File: config.mk
export PLATFORM = sky130hd
export DESIGN_NAME = axi_lite_master_engine_flat
export DESIGN_NICKNAME = d
export VERILOG_FILES = /design/src/rtl/axi_lite_pkg.sv /design/src/rtl/axi_lite_master_engine_if.sv /design/src/rtl/axi_watchdog.sv /design/src/rtl/axi_lite_master_engine.sv /design/src/flat_wrapper.sv
export SDC_FILE = /design/constraint.sdc
export NUM_CORES = 1
export LEC_CHECK = 0
export ABC_AREA = 1
export BUFFER_PORTS_ARGS = -buffer_cell sky130_fd_sc_hd__buf_2
export CAP_MARGIN = 10
export CORE_ASPECT_RATIO = 1.25
export CORE_MARGIN = 4
export CORE_UTILIZATION = 25
export CTS_CLUSTER_SIZE = 14
export DETAILED_ROUTE_END_ITERATION = 6
export PLACE_DENSITY = 0.46
export SYNTH_ARGS = -nofsm -noshare
export SYNTH_HDL_FRONTEND = slang
export SYNTH_HIERARCHICAL = 1
export SYNTH_SLANG_ARGS = --single-unit
File: constraint.sdc
create_clock -name axi_aclk -period 2.34 [get_ports axi_aclk]
set_input_delay 0.468 -clock axi_aclk [delete_from_list [all_inputs] [get_ports axi_aclk]]
set_output_delay 0.468 -clock axi_aclk [all_outputs]
set_load 0.01 [all_outputs]
File: src/rtl/axi_lite_pkg.sv
// Shared types and constants for the AXI4-Lite master engine.
package axi_lite_pkg;

  typedef enum logic [1:0] {
    OKAY   = 2'b00,
    EXOKAY = 2'b01,
    SLVERR = 2'b10,
    DECERR = 2'b11
  } axi_resp_t;

  typedef enum logic [2:0] {
    IDLE,
    WR_ISSUE,
    WR_RESP,
    RD_ISSUE,
    RD_DATA,
    RSP
  } ame_state_t;

  localparam logic [2:0] AXI_PROT_DEFAULT = 3'b000;

endpackage

File: src/rtl/axi_lite_master_engine_if.sv
// AXI4-Lite bus bundle with master and slave views.
interface axi_lite_master_engine_if #(
  parameter int unsigned ADDR_W = 16,
  parameter int unsigned DATA_W = 32
);
  logic [ADDR_W-1:0]   awaddr;
  logic [2:0]          awprot;
  logic                awvalid;
  logic                awready;
  logic [DATA_W-1:0]   wdata;
  logic [DATA_W/8-1:0] wstrb;
  logic                wvalid;
  logic                wready;
  logic [1:0]          bresp;
  logic                bvalid;
  logic                bready;
  logic [ADDR_W-1:0]   araddr;
  logic [2:0]          arprot;
  logic                arvalid;
  logic                arready;
  logic [DATA_W-1:0]   rdata;
  logic [1:0]          rresp;
  logic                rvalid;
  logic                rready;

  modport master (
    output awaddr, awprot, awvalid, input awready,
    output wdata, wstrb, wvalid, input wready,
    input bresp, bvalid, output bready,
    output araddr, arprot, arvalid, input arready,
    input rdata, rresp, rvalid, output rready
  );

  modport slave (
    input awaddr, awprot, awvalid, output awready,
    input wdata, wstrb, wvalid, output wready,
    output bresp, bvalid, input bready,
    input araddr, arprot, arvalid, output arready,
    output rdata, rresp, rvalid, input rready
  );

endinterface

File: src/rtl/axi_watchdog.sv
// Saturating wait-cycle counter with a sticky flag raised when the count
// reaches TIMEOUT_CYCLES-1.
module axi_watchdog #(
  parameter int unsigned TIMEOUT_CYCLES = 1024
) (
  input  logic clk,
  input  logic srst,
  input  logic clear,
  input  logic enable,
  input  logic flag_clear,
  output logic flag
);
  // TIMEOUT_CYCLES-1 always fits in clog2(TIMEOUT_CYCLES) bits for values >= 2.
  localparam int unsigned CNT_W = $clog2(TIMEOUT_CYCLES);
  localparam logic [CNT_W-1:0] CNT_MAX = CNT_W'(TIMEOUT_CYCLES - 1);
  localparam logic [CNT_W-1:0] CNT_PRE = CNT_W'(TIMEOUT_CYCLES - 2);

  logic [CNT_W-1:0] count_reg;
  logic             flag_reg;

  always_ff @(posedge clk) begin
    if (srst) begin
      count_reg <= '0;
      flag_reg  <= 1'b0;
    end else begin
      if (clear)
        count_reg <= '0;
      else if (enable && count_reg != CNT_MAX)
        count_reg <= count_reg + CNT_W'(1);

      // Flag rises on the same edge the count lands on CNT_MAX.
      if (flag_clear)
        flag_reg <= 1'b0;
      else if (!clear && enable && count_reg == CNT_PRE)
        flag_reg <= 1'b1;
    end
  end

  assign flag = flag_reg;

endmodule

File: src/rtl/axi_lite_master_engine.sv
// Command/response stream to single AXI4-Lite transactions, one outstanding,
// with a watchdog that flags a stalled slave channel.
module axi_lite_master_engine
  import axi_lite_pkg::*;
#(
  parameter int unsigned C_AXI_DATA_WIDTH = 32,
  parameter int unsigned C_AXI_ADDR_WIDTH = 16,
  parameter int unsigned TIMEOUT_CYCLES   = 1024
) (
  input  logic                          axi_aclk,
  input  logic                          axi_areset,
  input  logic                          cmd_valid,
  output logic                          cmd_ready,
  input  logic                          cmd_write,
  input  logic [C_AXI_ADDR_WIDTH-1:0]   cmd_addr,
  input  logic [C_AXI_DATA_WIDTH-1:0]   cmd_wdata,
  input  logic [C_AXI_DATA_WIDTH/8-1:0] cmd_wstrb,
  output logic                          rsp_valid,
  input  logic                          rsp_ready,
  output logic                          rsp_write,
  output logic [C_AXI_DATA_WIDTH-1:0]   rsp_rdata,
  output logic [1:0]                    rsp_resp,
  output logic                          stall_flag,
  axi_lite_master_engine_if.master      m_axi
);

  ame_state_t state_reg, state_next;
  logic aw_done_reg, aw_done_next;
  logic w_done_reg, w_done_next;

  logic                          write_reg;
  logic [C_AXI_ADDR_WIDTH-1:0]   addr_reg;
  logic [C_AXI_DATA_WIDTH-1:0]   wdata_reg;
  logic [C_AXI_DATA_WIDTH/8-1:0] wstrb_reg;

  logic cmd_ready_reg, awvalid_reg, wvalid_reg, bready_reg, arvalid_reg, rready_reg;
  logic rsp_valid_reg;
  logic [C_AXI_DATA_WIDTH-1:0] rsp_rdata_reg;
  axi_resp_t rsp_resp_reg;

  logic cmd_hs, aw_hs, w_hs, b_hs, ar_hs, r_hs, rsp_hs;

  assign cmd_hs = cmd_valid && cmd_ready_reg;
  assign aw_hs  = awvalid_reg && m_axi.awready;
  assign w_hs   = wvalid_reg && m_axi.wready;
  assign b_hs   = bready_reg && m_axi.bvalid;
  assign ar_hs  = arvalid_reg && m_axi.arready;
  assign r_hs   = rready_reg && m_axi.rvalid;
  assign rsp_hs = rsp_valid_reg && rsp_ready;

  always_comb begin
    state_next   = state_reg;
    aw_done_next = aw_done_reg;
    w_done_next  = w_done_reg;
    case (state_reg)
      IDLE: begin
        if (cmd_hs) begin
          state_next   = cmd_write ? WR_ISSUE : RD_ISSUE;
          aw_done_next = 1'b0;
          w_done_next  = 1'b0;
        end
      end
      WR_ISSUE: begin
        if (aw_hs) aw_done_next = 1'b1;
        if (w_hs)  w_done_next  = 1'b1;
        if (aw_done_next && w_done_next) state_next = WR_RESP;
      end
      WR_RESP:  if (b_hs)   state_next = RSP;
      RD_ISSUE: if (ar_hs)  state_next = RD_DATA;
      RD_DATA:  if (r_hs)   state_next = RSP;
      RSP:      if (rsp_hs) state_next = IDLE;
      default:  state_next = IDLE;
    endcase
  end

  // Handshake outputs are registered from the next state so no input reaches
  // an output combinationally.
  always_ff @(posedge axi_aclk) begin
    if (axi_areset) begin
      state_reg     <= IDLE;
      aw_done_reg   <= 1'b0;
      w_done_reg    <= 1'b0;
      write_reg     <= 1'b0;
      addr_reg      <= '0;
      wdata_reg     <= '0;
      wstrb_reg     <= '0;
      cmd_ready_reg <= 1'b0;
      awvalid_reg   <= 1'b0;
      wvalid_reg    <= 1'b0;
      bready_reg    <= 1'b0;
      arvalid_reg   <= 1'b0;
      rready_reg    <= 1'b0;
      rsp_valid_reg <= 1'b0;
      rsp_rdata_reg <= '0;
      rsp_resp_reg  <= OKAY;
    end else begin
      state_reg     <= state_next;
      aw_done_reg   <= aw_done_next;
      w_done_reg    <= w_done_next;
      cmd_ready_reg <= (state_next == IDLE);
      awvalid_reg   <= (state_next == WR_ISSUE) && !aw_done_next;
      wvalid_reg    <= (state_next == WR_ISSUE) && !w_done_next;
      bready_reg    <= (state_next == WR_RESP);
      arvalid_reg   <= (state_next == RD_ISSUE);
      rready_reg    <= (state_next == RD_DATA);
      rsp_valid_reg <= (state_next == RSP);
      if (cmd_hs) begin
        write_reg <= cmd_write;
        addr_reg  <= cmd_addr;
        wdata_reg <= cmd_wdata;
        wstrb_reg <= cmd_write ? cmd_wstrb : '0;
      end
      if (b_hs) begin
        rsp_rdata_reg <= '0;
        rsp_resp_reg  <= axi_resp_t'(m_axi.bresp);
      end
      if (r_hs) begin
        rsp_rdata_reg <= m_axi.rdata;
        rsp_resp_reg  <= axi_resp_t'(m_axi.rresp);
      end
    end
  end

  axi_watchdog #(
    .TIMEOUT_CYCLES(TIMEOUT_CYCLES)
  ) u_watchdog (
    .clk        (axi_aclk),
    .srst       (axi_areset),
    .clear      ((state_next != state_reg) || aw_hs || w_hs),
    .enable     ((state_reg == WR_ISSUE) || (state_reg == WR_RESP) ||
                 (state_reg == RD_ISSUE) || (state_reg == RD_DATA)),
    .flag_clear (cmd_hs),
    .flag       (stall_flag)
  );

  assign cmd_ready     = cmd_ready_reg;
  assign rsp_valid     = rsp_valid_reg;
  assign rsp_write     = write_reg;
  assign rsp_rdata     = rsp_rdata_reg;
  assign rsp_resp      = rsp_resp_reg;

  assign m_axi.awaddr  = addr_reg;
  assign m_axi.awprot  = AXI_PROT_DEFAULT;
  assign m_axi.awvalid = awvalid_reg;
  assign m_axi.wdata   = wdata_reg;
  assign m_axi.wstrb   = wstrb_reg;
  assign m_axi.wvalid  = wvalid_reg;
  assign m_axi.bready  = bready_reg;
  assign m_axi.araddr  = addr_reg;
  assign m_axi.arprot  = AXI_PROT_DEFAULT;
  assign m_axi.arvalid = arvalid_reg;
  assign m_axi.rready  = rready_reg;

endmodule

File: src/flat_wrapper.sv
// flat-port wrapper written by rule: the top's interface ports become plain ports
module axi_lite_master_engine_flat import axi_lite_pkg::*;
#(
  parameter int unsigned C_AXI_DATA_WIDTH = 32,
  parameter int unsigned C_AXI_ADDR_WIDTH = 16,
  parameter int unsigned TIMEOUT_CYCLES   = 1024
)
  (axi_aclk, axi_areset, cmd_valid, cmd_ready, cmd_write, cmd_addr, cmd_wdata, cmd_wstrb, rsp_valid, rsp_ready, rsp_write, rsp_rdata, rsp_resp, stall_flag, m_axi_awaddr, m_axi_awprot, m_axi_awvalid, m_axi_awready, m_axi_wdata, m_axi_wstrb, m_axi_wvalid, m_axi_wready, m_axi_bresp, m_axi_bvalid, m_axi_bready, m_axi_araddr, m_axi_arprot, m_axi_arvalid, m_axi_arready, m_axi_rdata, m_axi_rresp, m_axi_rvalid, m_axi_rready);
  axi_lite_master_engine_if m_axi_i ();
  input  logic axi_aclk;
  input  logic axi_areset;
  input  logic cmd_valid;
  output logic cmd_ready;
  input  logic cmd_write;
  input  logic [C_AXI_ADDR_WIDTH-1:0] cmd_addr;
  input  logic [C_AXI_DATA_WIDTH-1:0] cmd_wdata;
  input  logic [C_AXI_DATA_WIDTH/8-1:0] cmd_wstrb;
  output logic rsp_valid;
  input  logic rsp_ready;
  output logic rsp_write;
  output logic [C_AXI_DATA_WIDTH-1:0] rsp_rdata;
  output logic [1:0] rsp_resp;
  output logic stall_flag;
  output wire logic [$bits(m_axi_i.awaddr)-1:0] m_axi_awaddr;
  output wire logic [$bits(m_axi_i.awprot)-1:0] m_axi_awprot;
  output wire logic [$bits(m_axi_i.awvalid)-1:0] m_axi_awvalid;
  input wire logic [$bits(m_axi_i.awready)-1:0] m_axi_awready;
  output wire logic [$bits(m_axi_i.wdata)-1:0] m_axi_wdata;
  output wire logic [$bits(m_axi_i.wstrb)-1:0] m_axi_wstrb;
  output wire logic [$bits(m_axi_i.wvalid)-1:0] m_axi_wvalid;
  input wire logic [$bits(m_axi_i.wready)-1:0] m_axi_wready;
  input wire logic [$bits(m_axi_i.bresp)-1:0] m_axi_bresp;
  input wire logic [$bits(m_axi_i.bvalid)-1:0] m_axi_bvalid;
  output wire logic [$bits(m_axi_i.bready)-1:0] m_axi_bready;
  output wire logic [$bits(m_axi_i.araddr)-1:0] m_axi_araddr;
  output wire logic [$bits(m_axi_i.arprot)-1:0] m_axi_arprot;
  output wire logic [$bits(m_axi_i.arvalid)-1:0] m_axi_arvalid;
  input wire logic [$bits(m_axi_i.arready)-1:0] m_axi_arready;
  input wire logic [$bits(m_axi_i.rdata)-1:0] m_axi_rdata;
  input wire logic [$bits(m_axi_i.rresp)-1:0] m_axi_rresp;
  input wire logic [$bits(m_axi_i.rvalid)-1:0] m_axi_rvalid;
  output wire logic [$bits(m_axi_i.rready)-1:0] m_axi_rready;
  assign m_axi_awaddr = m_axi_i.awaddr;
  assign m_axi_awprot = m_axi_i.awprot;
  assign m_axi_awvalid = m_axi_i.awvalid;
  assign m_axi_i.awready = m_axi_awready;
  assign m_axi_wdata = m_axi_i.wdata;
  assign m_axi_wstrb = m_axi_i.wstrb;
  assign m_axi_wvalid = m_axi_i.wvalid;
  assign m_axi_i.wready = m_axi_wready;
  assign m_axi_i.bresp = m_axi_bresp;
  assign m_axi_i.bvalid = m_axi_bvalid;
  assign m_axi_bready = m_axi_i.bready;
  assign m_axi_araddr = m_axi_i.araddr;
  assign m_axi_arprot = m_axi_i.arprot;
  assign m_axi_arvalid = m_axi_i.arvalid;
  assign m_axi_i.arready = m_axi_arready;
  assign m_axi_i.rdata = m_axi_rdata;
  assign m_axi_i.rresp = m_axi_rresp;
  assign m_axi_i.rvalid = m_axi_rvalid;
  assign m_axi_rready = m_axi_i.rready;
  axi_lite_master_engine #(.C_AXI_DATA_WIDTH(C_AXI_DATA_WIDTH), .C_AXI_ADDR_WIDTH(C_AXI_ADDR_WIDTH), .TIMEOUT_CYCLES(TIMEOUT_CYCLES)) u_core (.axi_aclk(axi_aclk), .axi_areset(axi_areset), .cmd_valid(cmd_valid), .cmd_ready(cmd_ready), .cmd_write(cmd_write), .cmd_addr(cmd_addr), .cmd_wdata(cmd_wdata), .cmd_wstrb(cmd_wstrb), .rsp_valid(rsp_valid), .rsp_ready(rsp_ready), .rsp_write(rsp_write), .rsp_rdata(rsp_rdata), .rsp_resp(rsp_resp), .stall_flag(stall_flag), .m_axi(m_axi_i));
endmodule
==> summary.txt, run 1 <==
Cells and area
  • Non-filler cells, final: 1015
  • Number of nets in the final layout: 886
  • P&R area growth vs syn: 31.7%
  • Sequential cell area: approximately 2200 µm²
  • Ant diodes: 0
  • Share of layout cells above drive strength 1: 34.0%
  • Layout filler cell count: roughly 2000
  • Combined area of the multi-input logic cells: 1920 µm²
  • Post-layout util: around a third

Timing
  • Endpoints failing setup: 0
  • Setup slack after layout: between 0.3 and 0.4 ns
  • Clock period minus worst slack: 2.03 ns
  • Least-Margin Pin Slew: 0.588 ns
  • Final Cycle Share: between 80% and 90%
  • Min Hold Slack: roughly 0.36 ns
  • Max_slew headroom: 60.8%
  • Maximum clock frequency: 493 MHz
  • Slew Limit Fails: 0
  • Total Neg Setup Slack: 0 ns
  • RSZ-0062 raised after global routing: false
  • Final hold viol count: 0
  • Clock skew after layout: 0.00901 ns

Worst setup path
  • Worst-path maximum fanout: 6
  • Type of element launching the critical path: register
  • Arrival time worst endpoint: between 2 and 2.5 ns
  • Data required time of the worst path: between 2 and 3 ns
  • Number of cells on the worst reg-to-reg path: 12
  • R2r startpoint: u_core/state_reg[1]$_SDFF_PP0_
  • Reg2reg end: u_core/u_watchdog/count_reg[3]$_SDFFE_PP0P_
  • Type of the setup path with the least slack: register to register
  • First element of the critical path: u_core/state_reg[1]$_SDFF_PP0_
  • Critical Path Sink: u_core/u_watchdog/count_reg[3]$_SDFFE_PP0P_
  • Endpoint class of the critical path: register
  • Reg2reg setup slack: between 0.3 and 0.4 ns

Synthesis
  • Seq cells post-synth: 110
  • Count of cell types in the netlist: 34
  • Syn Area/Cell: about 7.5 µm²
  • Cell count after synthesis: ~600
  • Cell area after synthesis: around 4500 µm²
  • Yosys warns: 6
  • Proportion of synthesized chip area in sequential cells: about half

Worst hold path
  • Worst min path class: input port to register
  • Origin of the worst min-delay path: cmd_wdata[6]

Clock tree
  • Number of clock sinks: 110
  • Clock tree root buffer cell: clkbuf_16
  • CTS tree: built
  • CTS Hold Buffers Added: 0
  • Clk Latency, worst-skew pair: roughly 0.35 ns
  • Resized cells post-CTS: 0
  • Clock Path Buffers: 2
  • Number of buffers inserted by post-CTS setup repair: 0
  • Num CTS Buffers: 9
  • Clock input transition at the sequential cells of the worst setup and hold paths: around 0.08 ns
  • H-tree depth: 3

GRT
  • Antenna violations before repair: 0
  • Via count of the first global-routing pass: 4052
  • Overall fraction of global-route tracks in use: around an eighth
  • First-pass GRT wire length: ~21000 µm
  • Maximum number of pins on one net before global-route repair: 54
  • Leftover overflow at the end of global routing: 0

Placement
  • Dpl hpwl: approximately 9800 µm
  • Final GP Congestion: 0.763
  • Post-placement cell count: between 900 and 1000
  • Port Buffer Count: roughly 210
  • Minimum setup slack after placement: 0.238 ns

Run
  • Max capacitance violation total: 0

Detailed routing
  • Total number of vias: ~4300
  • WL/cell: 13.1 µm
  • Vias per inst: 4.23
  • Final wirelength: roughly 13000 µm
  • Number of violations reported at the end of detailed-routing iteration 0: between 150 and 200
  • Number of remaining DRC errors: 0
  • Number of nets still failing antenna checks after routing: 0
  • Detailed-routing iteration count for the pre-antenna-repair pass: 4

Floorplan
  • Area of the placeable core: roughly 18000 µm²
  • Die span in y: between 150 and 200 µm
  • Row count: 54
  • Horizontal die dimension: ~130 µm
  • I/O pin count: approximately 220
  • Area of the die: around 20000 µm²
  • Starting density of the core: 25.6%

Power and ir drop
  • Power per unit of standard cell area: approximately 900 nW/µm²
  • Worst vdd rail ir drop: about 410 µV
  • Pleak: around 2.8 nW

Run status
  • Result of the run: completed
-- layout make-up --
type / count / area share (%)
Timing Repair Buffer: 218 / 18.8
Sequential cell: 110 / 37.2
Tap cell: 224 / 4.73
Inverter: 31 / 2.01
Clock inverter: 5 / 0.824
Clock buffer: 11 / 4.10
Multi-Input combinational cell: 416 / 32.3
-- synth_stat cells (all sizes together) --
cell type / count / area, µm²
dfxtp: 110 / 2200
a21oi: 42 / 214
nand4: 9 / 56.3
o21a: 1 / 7.51
conb: 1 / 3.75
nor3: 7 / 66.3
o211ai: 1 / 7.51
xnor2: 1 / 8.76
buf: 28 / 196
nand3: 18 / 118
and2: 1 / 6.26
clkbuf: 22 / 82.6
nand2: 135 / 547
nor2: 139 / 557
clkinv: 2 / 7.51
ha: 2 / 25.0
o21ai: 52 / 260
xor2: 1 / 8.76
a21boi: 1 / 11.3
inv: 29 / 111
-- worst min path at each step --
stage                                                             end  slack (ns)  cells after the start
after detailed placement            u_core/rsp_rdata[22]$_SDFFE_PP0P_        0.45                      2
after global placement              u_core/rsp_rdata[17]$_SDFFE_PP0P_        0.45                      2
after global routing                u_core/rsp_rdata[16]$_SDFFE_PP0P_        0.35                      3
final                              u_core/m_axi.wdata[6]$_SDFFE_PP0P_        0.36                      3
after floorplan           u_core/u_watchdog/count_reg[9]$_SDFFE_PP0P_        0.48                      2
after CTS                           u_core/rsp_rdata[19]$_SDFFE_PP0P_        0.34                      3
-- power breakdown --
group	leakage (nW)	total (mW)	switching [mW]	internal, mW
Combinational	1.74	1.64	1.05	0.590
Sequential	0.894	2.26	0.151	2.11
Clock	0.145	1.52	0.741	0.779
-- logic make-up (layout without fill, tap and decap cells) --
family,count (synthesis),after routing,synth area share [%]
AND/OR/NAND/NOR,309,309,30.0
XOR/XNOR,2,2,0.390
AO/OA/AOI/OAI,97,97,11.1
other,1,6,0.0834
buffers and inverters,81,265,8.85
adder cells (fa/ha/maj),2,2,0.556
flip-flops,110,110,49.0
-- layer usage --
metal / wire (µm) / track usage [%] / up-vias
li1: - / - / 2247
met1: 5670 / 15.0 / 1911
met2: 6570 / 22.8 / 122
met3: 897 / 3.64 / 11
met4: 201 / 4.30 / 0
met5: 0 / 0 / -
-- cells in the final DEF, fill, tap and decap left out, types with 2 or more instances in the layout --
cell type,instances
nor3_2,4
buf_2,208
a21oi_1,41
buf_4,10
o21ai_0,51
inv_6,2
clkbuf_16,9
inv_1,22
nand2_4,3
inv_8,2
nor2_1,131
clkinv_1,2
conb_1,6
nand4_1,9
nor2_4,3
inv_2,6
nand3_1,14
dfxtp_1,110
nand3_2,3
nor2_2,5
ha_1,2
nor3_1,2
nand2_2,7
nand2_1,125
-- worst max-delay path: stages (launching register included) --
cell and delay [ns]:
dfxtp_1 0.49, inv_2 0.12, nor2_2 0.11, nand3_1 0.09, nand2_2 0.10, nor2_4 0.05, nand2_4 0.10, nand2_1 0.06
nand2_1 0.06, nand3_1 0.08, nor2_1 0.37, inv_1 0.18, a21oi_1 0.14
-- metrics by stage --
stage	cell area (µm²)	power, mW
after floorplan	4520	3.43
after global placement	5630	3.99
after detailed placement	5630	3.99
after CTS	5920	5.56
after global routing	5920	5.82
final	5920	5.43
Power figures use the tool's default switching activity.
==> run 2, diff against run 1 <==
--- a/config.mk
+++ b/config.mk
@@ -11,8 +11,8 @@
 export CORE_ASPECT_RATIO = 1.25
 export CORE_MARGIN = 4
-export CORE_UTILIZATION = 25
+export CORE_UTILIZATION = 46
 export CTS_CLUSTER_SIZE = 14
 export DETAILED_ROUTE_END_ITERATION = 6
-export PLACE_DENSITY = 0.46
+export PLACE_DENSITY = 0.78
 export SYNTH_ARGS = -nofsm -noshare
 export SYNTH_HDL_FRONTEND = slang
==> constraint.sdc (replaced) <==
create_clock -name axi_aclk -period 2.34 [get_ports axi_aclk]
set_input_delay 0.117 -clock axi_aclk [delete_from_list [all_inputs] [get_ports axi_aclk]]
set_output_delay 0.117 -clock axi_aclk [all_outputs]
set_load 0.01 [all_outputs]
==> summary.txt, run 2 (same netlist as run 1, synthesis figures left out) <==
Cells and area
  • Most frequent standard cell in the layout excluding fill and tap cells: buf_2
  • Number of nets in the final layout: 881 (-0.56%)
  • Commonest non-fill, non-tap cells in the layout: buf_2 (208), nor2_1 (131), nand2_1 (125), dfxtp_1 (110), o21ai_0 (51)
  • Finished layout cell area: 5810 µm² (-1.9%)
  • P&R area growth vs syn: 29.2%
  • Layout filler cell count: 889 (-54%)
  • Share of layout cells above drive strength 1: 33.6% (-0.42 points)
  • Non-filler cells, final: 912 (-10%)
  • Ant diodes: 0 (unchanged)

Timing
  • Total Neg Setup Slack: 0 ns (unchanged)
  • Final Cycle Share: 87.3% (+0.68 points)
  • Min Hold Slack: 0.0193 ns (-0.345 ns)
  • RSZ-0062 raised after global routing: false
  • Clock skew after layout: 0.00482 ns (-0.00419 ns)
  • Final hold viol count: 0 (unchanged)
  • Maximum clock frequency: 489 MHz (-0.78%)
  • Least-Margin Pin Slew: 0.946 ns (+0.358 ns)
  • Max_slew headroom: 36.5% (-24 points)
  • Endpoints failing setup: 0 (unchanged)
  • Clock period minus worst slack: 2.04 ns (+0.0159 ns)
  • Slew Limit Fails: 0 (unchanged)

Clock tree
  • Num CTS Buffers: 9 (unchanged)
  • Clk Latency, worst-skew pair: 0.34 ns (about the same)
  • Clock Path Buffers: 2 (unchanged)
  • Clock tree root buffer cell: clkbuf_16
  • Resized cells post-CTS: 0 (unchanged)
  • Clock input transition at the sequential cells of the worst setup and hold paths: 0.07 ns (about the same)
  • Number of clock sinks: 110 (unchanged)
  • Number of buffers inserted by post-CTS setup repair: 0 (unchanged)
  • CTS Hold Buffers Added: 0 (unchanged)
  • H-tree depth: 3 (unchanged)
  • CTS tree: built

Power and ir drop
  • Worst vdd rail ir drop: 614 µV (+51%)
  • Power per unit of standard cell area: 959 nW/µm² (+4.8%)
  • Net switching power: 1.85 mW (-4.8%)
  • Pleak: 2.78 nW (about the same)
  • Post-route total power: 5.58 mW (+2.7%)
  • Power share of the combinational group: 28.7% (-1.6 points)
  • Share of power burned in registers: 40.7% (-1.0 points)
  • Switching part of the total power: 33.2% (-2.6 points)
  • Design internal power: 3.72 mW (+6.9%)
  • Clock group share of total power: 30.6% (+2.6 points)

Floorplan
  • Die span in y: 119 µm (-25%)
  • I/O pin count: 215 (unchanged)
  • Horizontal die dimension: 96.4 µm (-25%)
  • Starting density of the core: 47.0% (+21 points)
  • Row count: 40 (-26%)
  • Area of the placeable core: 9560 µm² (-46%)
  • Area of the die: 11400 µm² (-43%)

Detailed routing
  • Vias per inst: 4.81 (+14%)
  • Number of violations reported at the end of detailed-routing iteration 0: 199 (+16%)
  • Detailed-routing iteration count for the pre-antenna-repair pass: 4 (unchanged)
  • Final wirelength: 12000 µm (-10%)
  • WL/cell: 13.1 µm (-0.29%)
  • Total number of vias: 4389 (+2.3%)
  • Number of remaining DRC errors: 0 (unchanged)
  • Number of nets still failing antenna checks after routing: 0 (unchanged)

Run status
  • Result of the run: completed

Run
  • Max capacitance violation total: 0 (unchanged)

Worst setup path
  • Type of the setup path with the least slack: register to register
  • Data required time of the worst path: 2.61 ns (about the same)
  • Worst-path maximum fanout: 6 (unchanged)
  • Arrival time worst endpoint: 2.31 ns (about the same)
  • Endpoint class of the critical path: register
  • Type of element launching the critical path: register

GRT
  • First-pass GRT wire length: 18400 µm (-12%)
  • Maximum number of pins on one net before global-route repair: 50 (-7.4%)
  • Via count of the first global-routing pass: 4001 (-1.3%)
  • Leftover overflow at the end of global routing: 0 (unchanged)
  • Antenna violations before repair: 0 (unchanged)
  • Overall fraction of global-route tracks in use: 20.4% (+7.5 points)

Placement
  • Dpl hpwl: 9050 µm (-7.5%)
  • Final GP Congestion: 0.987 (+29%)
  • Placed cell area: 5470 µm² (-2.8%)
  • Post-placement cell count: 896 (-10%)
  • Port Buffer Count: 208 (unchanged)

Worst hold path
  • Worst min path class: input port to register
==> run 2: cell types whose count changed in the layout (fill, tap and decap cells not counted), moves of 2 or more <==
cell / before / now
bufinv_16: 0 / 3
clkinv_2: 0 / 2
buf_4: 10 / 5
inv_8: 2 / 0
==> run 2: worst max-delay path, stage by stage (launching register included) <==
cell and delay (ns):
dfxtp_1 0.49, inv_2 0.11, nor2_2 0.12, nand3_1 0.10
nand2_2 0.10, nor2_4 0.05, nand2_4 0.10, nand2_1 0.07
nand2_1 0.07, nand3_1 0.09, nor2_1 0.33, inv_1 0.18
a21oi_1 0.16
==> run 2: cell type report <==
| cell class | instances | area [µm²] | share of cell area (%) |
|---|---|---|---|
| well taps | 126 | 158 | 2.71 |
| clock buffers | 10 | 229 | 3.94 |
| multi-input cells | 416 | 1920 | 33.0 |
| repair buffers | 213 | 1080 | 18.6 |
| inverters | 31 | 119 | 2.05 |
| clock inverters | 6 | 109 | 1.87 |
| flip-flops and latches | 110 | 2200 | 37.9 |
==> run 2: power groups by stage <==
stage | sequential [mW] | combinational [mW] | clock (mW)
floorplan | 2.40 | 1.03 | 0
global placement | 2.29 | 1.57 | 0
detailed placement | 2.31 | 1.61 | 0
CTS | 2.27 | 1.61 | 1.75
global route | 2.30 | 1.79 | 1.84
finish | 2.27 | 1.60 | 1.71
==> run 2: final timing paths <==
kind                                          start                                     endpoint  slack, ns  cells past startpoint
setup reg to reg     u_core/state_reg[1]$_SDFF_PP0_  u_core/u_watchdog/count_reg[4]$_SDFFE_PP0P_       0.30                     12
hold reg to reg   u_core/rsp_rdata[11]$_SDFFE_PP0P_            u_core/rsp_rdata[11]$_SDFFE_PP0P_       0.46                      2
setup / recovery     u_core/state_reg[1]$_SDFF_PP0_  u_core/u_watchdog/count_reg[4]$_SDFFE_PP0P_       0.30                     12
hold / removal                         cmd_wstrb[3]           u_core/m_axi.wstrb[3]$_SDFFE_PP0P_       0.02                      3
==> run 2: through the flow <==
step	setup WS (ns)	util (%)
floorplan	0.665	-
global placement	0.481	57.3
detailed placement	0.341	57.3
CTS	0.328	60.8
global route	0.110	60.8
finish	0.297	60.8
==> run 2: routing by layer <==
metal  GRT usage (%)  routed length [µm]  vias up
met5               0                   0        -
met4            10.7                 454        0
met3            4.20                 749       41
met2            35.2                6140      154
met1            22.9                4600     1954
li1                -                   -     2240
==> run 3, diff against run 2 <==
Settings changed: RECOVER_POWER from default to 25, SYNTH_HIERARCHICAL 1 to default.
==> summary.txt, run 3 <==
Timing
  • Endpoints failing setup: 0 (unchanged)
  • Final Cycle Share: 70.8% (-16 points)
  • RSZ-0062 raised after global routing: false
  • Final hold viol count: 0 (unchanged)
  • Slew Limit Fails: 0 (unchanged)
  • Clock period minus worst slack: 1.66 ns (-0.386 ns)
  • Clock skew after layout: 0.00861 ns (+0.00380 ns)
  • Least-Margin Pin Slew: 0.718 ns (-0.228 ns)
  • Total Neg Setup Slack: 0 ns (unchanged)
  • Maximum clock frequency: 603 MHz (+23%)
  • Max_slew headroom: 52.1% (+16 points)

Clock tree
  • Num CTS Buffers: 9 (unchanged)
  • Clock input transition at the sequential cells of the worst setup and hold paths: 0.07 ns (about the same)
  • Resized cells post-CTS: 0 (unchanged)
  • Clk Latency, worst-skew pair: 0.34 ns (about the same)
  • H-tree depth: 3 (unchanged)
  • CTS Hold Buffers Added: 0 (unchanged)
  • Clock tree root buffer cell: clkbuf_16
  • Clock Path Buffers: 2 (unchanged)
  • Number of buffers inserted by post-CTS setup repair: 0 (unchanged)
  • CTS tree: built
  • Number of clock sinks: 110 (unchanged)

Cells and area
  • Commonest non-fill, non-tap cells in the layout: buf_2 (153), nor2_1 (123), nand2_1 (110), dfxtp_1 (110), o21ai_0 (58)
  • Finished layout cell area: 5600 µm² (-3.7%)
  • Share of layout cells above drive strength 1: 24.3% (-9.3 points)
  • Post-layout util: 60.7% (-0.12 points)
  • Non-filler cells, final: 889 (-2.5%)
  • P&R area growth vs syn: 28.3%
  • Number of nets in the final layout: 863 (-2.0%)
  • Most frequent standard cell in the layout excluding fill and tap cells: buf_2
  • Ant diodes: 0 (unchanged)

GRT
  • Leftover overflow at the end of global routing: 0 (unchanged)
  • First-pass GRT wire length: 17700 µm (-3.6%)
  • Antenna violations before repair: 0 (unchanged)
  • Maximum number of pins on one net before global-route repair: 55 (+10%)
  • Via count of the first global-routing pass: 3970 (-0.77%)
  • Overall fraction of global-route tracks in use: 20.1% (-0.28 points)

Worst setup path
  • R2r startpoint: u_core.u_watchdog.count_reg[0]$_SDFFE_PP0P_
  • Reg2reg end: u_core.u_watchdog.count_reg[2]$_SDFFE_PP0P_
  • Endpoint class of the critical path: register
  • Arrival time worst endpoint: 1.89 ns (-0.42 ns)
  • Worst-path maximum fanout: 9 (+3)
  • Data required time of the worst path: 2.57 ns (-0.04 ns)
  • Type of the setup path with the least slack: register to register
  • Type of element launching the critical path: register
  • Number of cells on the worst reg-to-reg path: 9 (-3)
  • Reg2reg setup slack: 0.68 ns (+0.39 ns)

Synthesis
  • Share of flip-flops with an asynchronous set or reset: 0% (unchanged)
  • Cell accounting for the most synthesized area: dfxtp_1
  • Cell count after synthesis: 583 (-3.2%)
  • Simple logic cell fraction of the synthesized area: 25.7% (-4.3 points)
  • Area share of fa/ha/maj cells after synthesis: 0.574% (+0.017 points)
  • Most frequent cell after synthesis: nor2_1
  • Multiplexer share of the synthesized area: 0% (unchanged)
  • Count of cell types in the netlist: 32 (-5.9%)
  • Cell area after synthesis: 4360 µm² (-3.0%)
  • Yosys warns: 0 (-6)
  • Proportion of synthesized chip area in sequential cells: 50.5% (+1.5 points)
  • Complex-gate fraction of the synthesized area: 12.2% (+1.1 points)
  • Seq cells post-synth: 110 (unchanged)
  • Number of enable-type register cells in the synthesized netlist: 0 (unchanged)
  • Top-area cell type share of the netlist area: 50.5% (+1.5 points)
  • Main combinational cell family by area after synthesis: simple AND/OR/NAND/NOR gates
  • Most frequent cells after synthesis: nor2_1 (123), dfxtp_1 (110), nand2_1 (110), o21ai_0 (58), a21oi_1 (43)
  • Syn Area/Cell: 7.48 µm² (+0.16%)
  • Flip-flop cell with the highest count after synthesis: dfxtp_1
  • Top cells by area, synth: dfxtp_1 (50%), nor2_1 (11%), nand2_1 (9.5%)
  • Synthesized-area fraction occupied by xor and xnor cells: 1.38% (+0.99 points)

Worst hold path
  • Worst min path class: input port to register
  • Instance count along the most critical hold path: 3 (unchanged)
  • Endpoint, Worst Hold: u_core.rsp_rdata[19]$_SDFFE_PP0P_
  • Origin of the worst min-delay path: m_axi_rdata[19]

Run
  • Max capacitance violation total: 0 (unchanged)

Placement
  • Dpl hpwl: 8870 µm (-2.0%)
  • Port Buffer Count: 208 (unchanged)
  • Post-placement cell count: 875 (-2.3%)
  • Final GP Congestion: 0.879 (-11%)
  • Placed cell area: 5350 µm² (-2.2%)

Floorplan
  • Die span in y: 117 µm (-1.4%)
  • Area of the die: 11100 µm² (-2.8%)
  • Area of the placeable core: 9220 µm² (-3.5%)
  • Starting density of the core: 47.3% (+0.25 points)
  • Row count: 39 (-2.5%)
  • Horizontal die dimension: 95.1 µm (-1.4%)
  • I/O pin count: 215 (unchanged)

Power and ir drop
  • Worst vdd rail ir drop: 407 µV (-34%)
  • Pleak: 2.49 nW (-10%)
  • Power per unit of standard cell area: 792 nW/µm² (-18%)

Detailed routing
  • Total number of vias: 4262 (-2.9%)
  • WL/cell: 13.1 µm (+0.29%)
  • Number of remaining DRC errors: 0 (unchanged)
  • Final wirelength: 11700 µm (-2.2%)
  • Vias per inst: 4.79 (-0.38%)
  • Detailed-routing iteration count for the pre-antenna-repair pass: 5 (+1)
  • Number of violations reported at the end of detailed-routing iteration 0: 180 (-9.5%)
  • Number of nets still failing antenna checks after routing: 0 (unchanged)

Run status
  • Result of the run: completed
## run 3: cell count changes after synthesis, sizes merged, moves of 2 or more
cell	before	now
clkbuf	22	24
o21ai	52	59
inv	29	33
nor2	139	127
xor2	1	5
nand4	9	3
o31ai	0	2
nand2	135	114
## run 3: worst max-delay path by stage
stage / cells past startpoint / to / startpoint / slack (ns)
2_1_floorplan: 9 / u_core.u_watchdog.count_reg[2]$_SDFFE_PP0P_ / u_core.u_watchdog.count_reg[1]$_SDFFE_PP0P_ / 0.86
3_3_place_gp: 9 / u_core.u_watchdog.count_reg[2]$_SDFFE_PP0P_ / u_core.u_watchdog.count_reg[1]$_SDFFE_PP0P_ / 0.78
3_5_place_dp: 9 / u_core.u_watchdog.count_reg[2]$_SDFFE_PP0P_ / u_core.u_watchdog.count_reg[0]$_SDFFE_PP0P_ / 0.70
4_1_cts: 9 / u_core.u_watchdog.count_reg[2]$_SDFFE_PP0P_ / u_core.u_watchdog.count_reg[0]$_SDFFE_PP0P_ / 0.69
5_1_grt: 9 / u_core.u_watchdog.count_reg[2]$_SDFFE_PP0P_ / u_core.u_watchdog.count_reg[1]$_SDFFE_PP0P_ / 0.52
6_report: 9 / u_core.u_watchdog.count_reg[2]$_SDFFE_PP0P_ / u_core.u_watchdog.count_reg[0]$_SDFFE_PP0P_ / 0.68
## run 3: power by group
part	switching (mW)	leakage, nW	internal, mW
combinational	0.465	1.44	0.278
sequential	0.0803	0.895	2.00
clock	0.644	0.152	0.960
total	1.19	2.49	3.24
## run 3: metal layers
layer / part of all wire, % / up-vias / track usage, % / wire length, µm
li1: - / 2174 / - / -
met1: 39 / 1906 / 22.2 / 4530
met2: 50 / 168 / 35.4 / 5860
met3: 9.6 / 14 / 7.23 / 1120
met4: 1.4 / 0 / 7.41 / 165
met5: 0 / - / 0 / 0
## run 3: critical path, stage by stage (launching register included)
cell and delay [ns]:
dfxtp_1 0.40, ha_1 0.26, inv_1 0.06, nor2_1 0.17
nand3_1 0.15, nand2_4 0.17, inv_4 0.07, nand2_4 0.07
xor2_1 0.15, nor2_1 0.06
## run 3: logic make-up (layout without fill, tap and decap cells)
logic type	Yosys count	after routing
and+or+nand+nor	274	274
DFF	110	110
AOI/OAI and AO/OA	105	105
buffers and inverters	85	263
xor gates and xnor gates	6	6
adders and majority gates	2	2
other	1	6
## run 3: final cells by class
cell class	count	area, µm²
fill	861	3630
tap	123	154
clock buffer	11	243
sequential	110	2200
clock inverter	3	68.8
multi-input combinational	393	1760
inverter	34	130
timing repair buffer	215	1040
## run 3: per-stage QoR
step | hold slack [ns] | total power, mW | setup slack, ns
after floorplan | 0.264 | 2.61 | 0.860
after global placement | 0.368 | 2.86 | 0.782
after detailed placement | 0.374 | 2.89 | 0.698
after CTS | 0.0126 | 4.48 | 0.691
after global routing | 0.0197 | 4.65 | 0.518
final | 0.0214 | 4.43 | 0.682
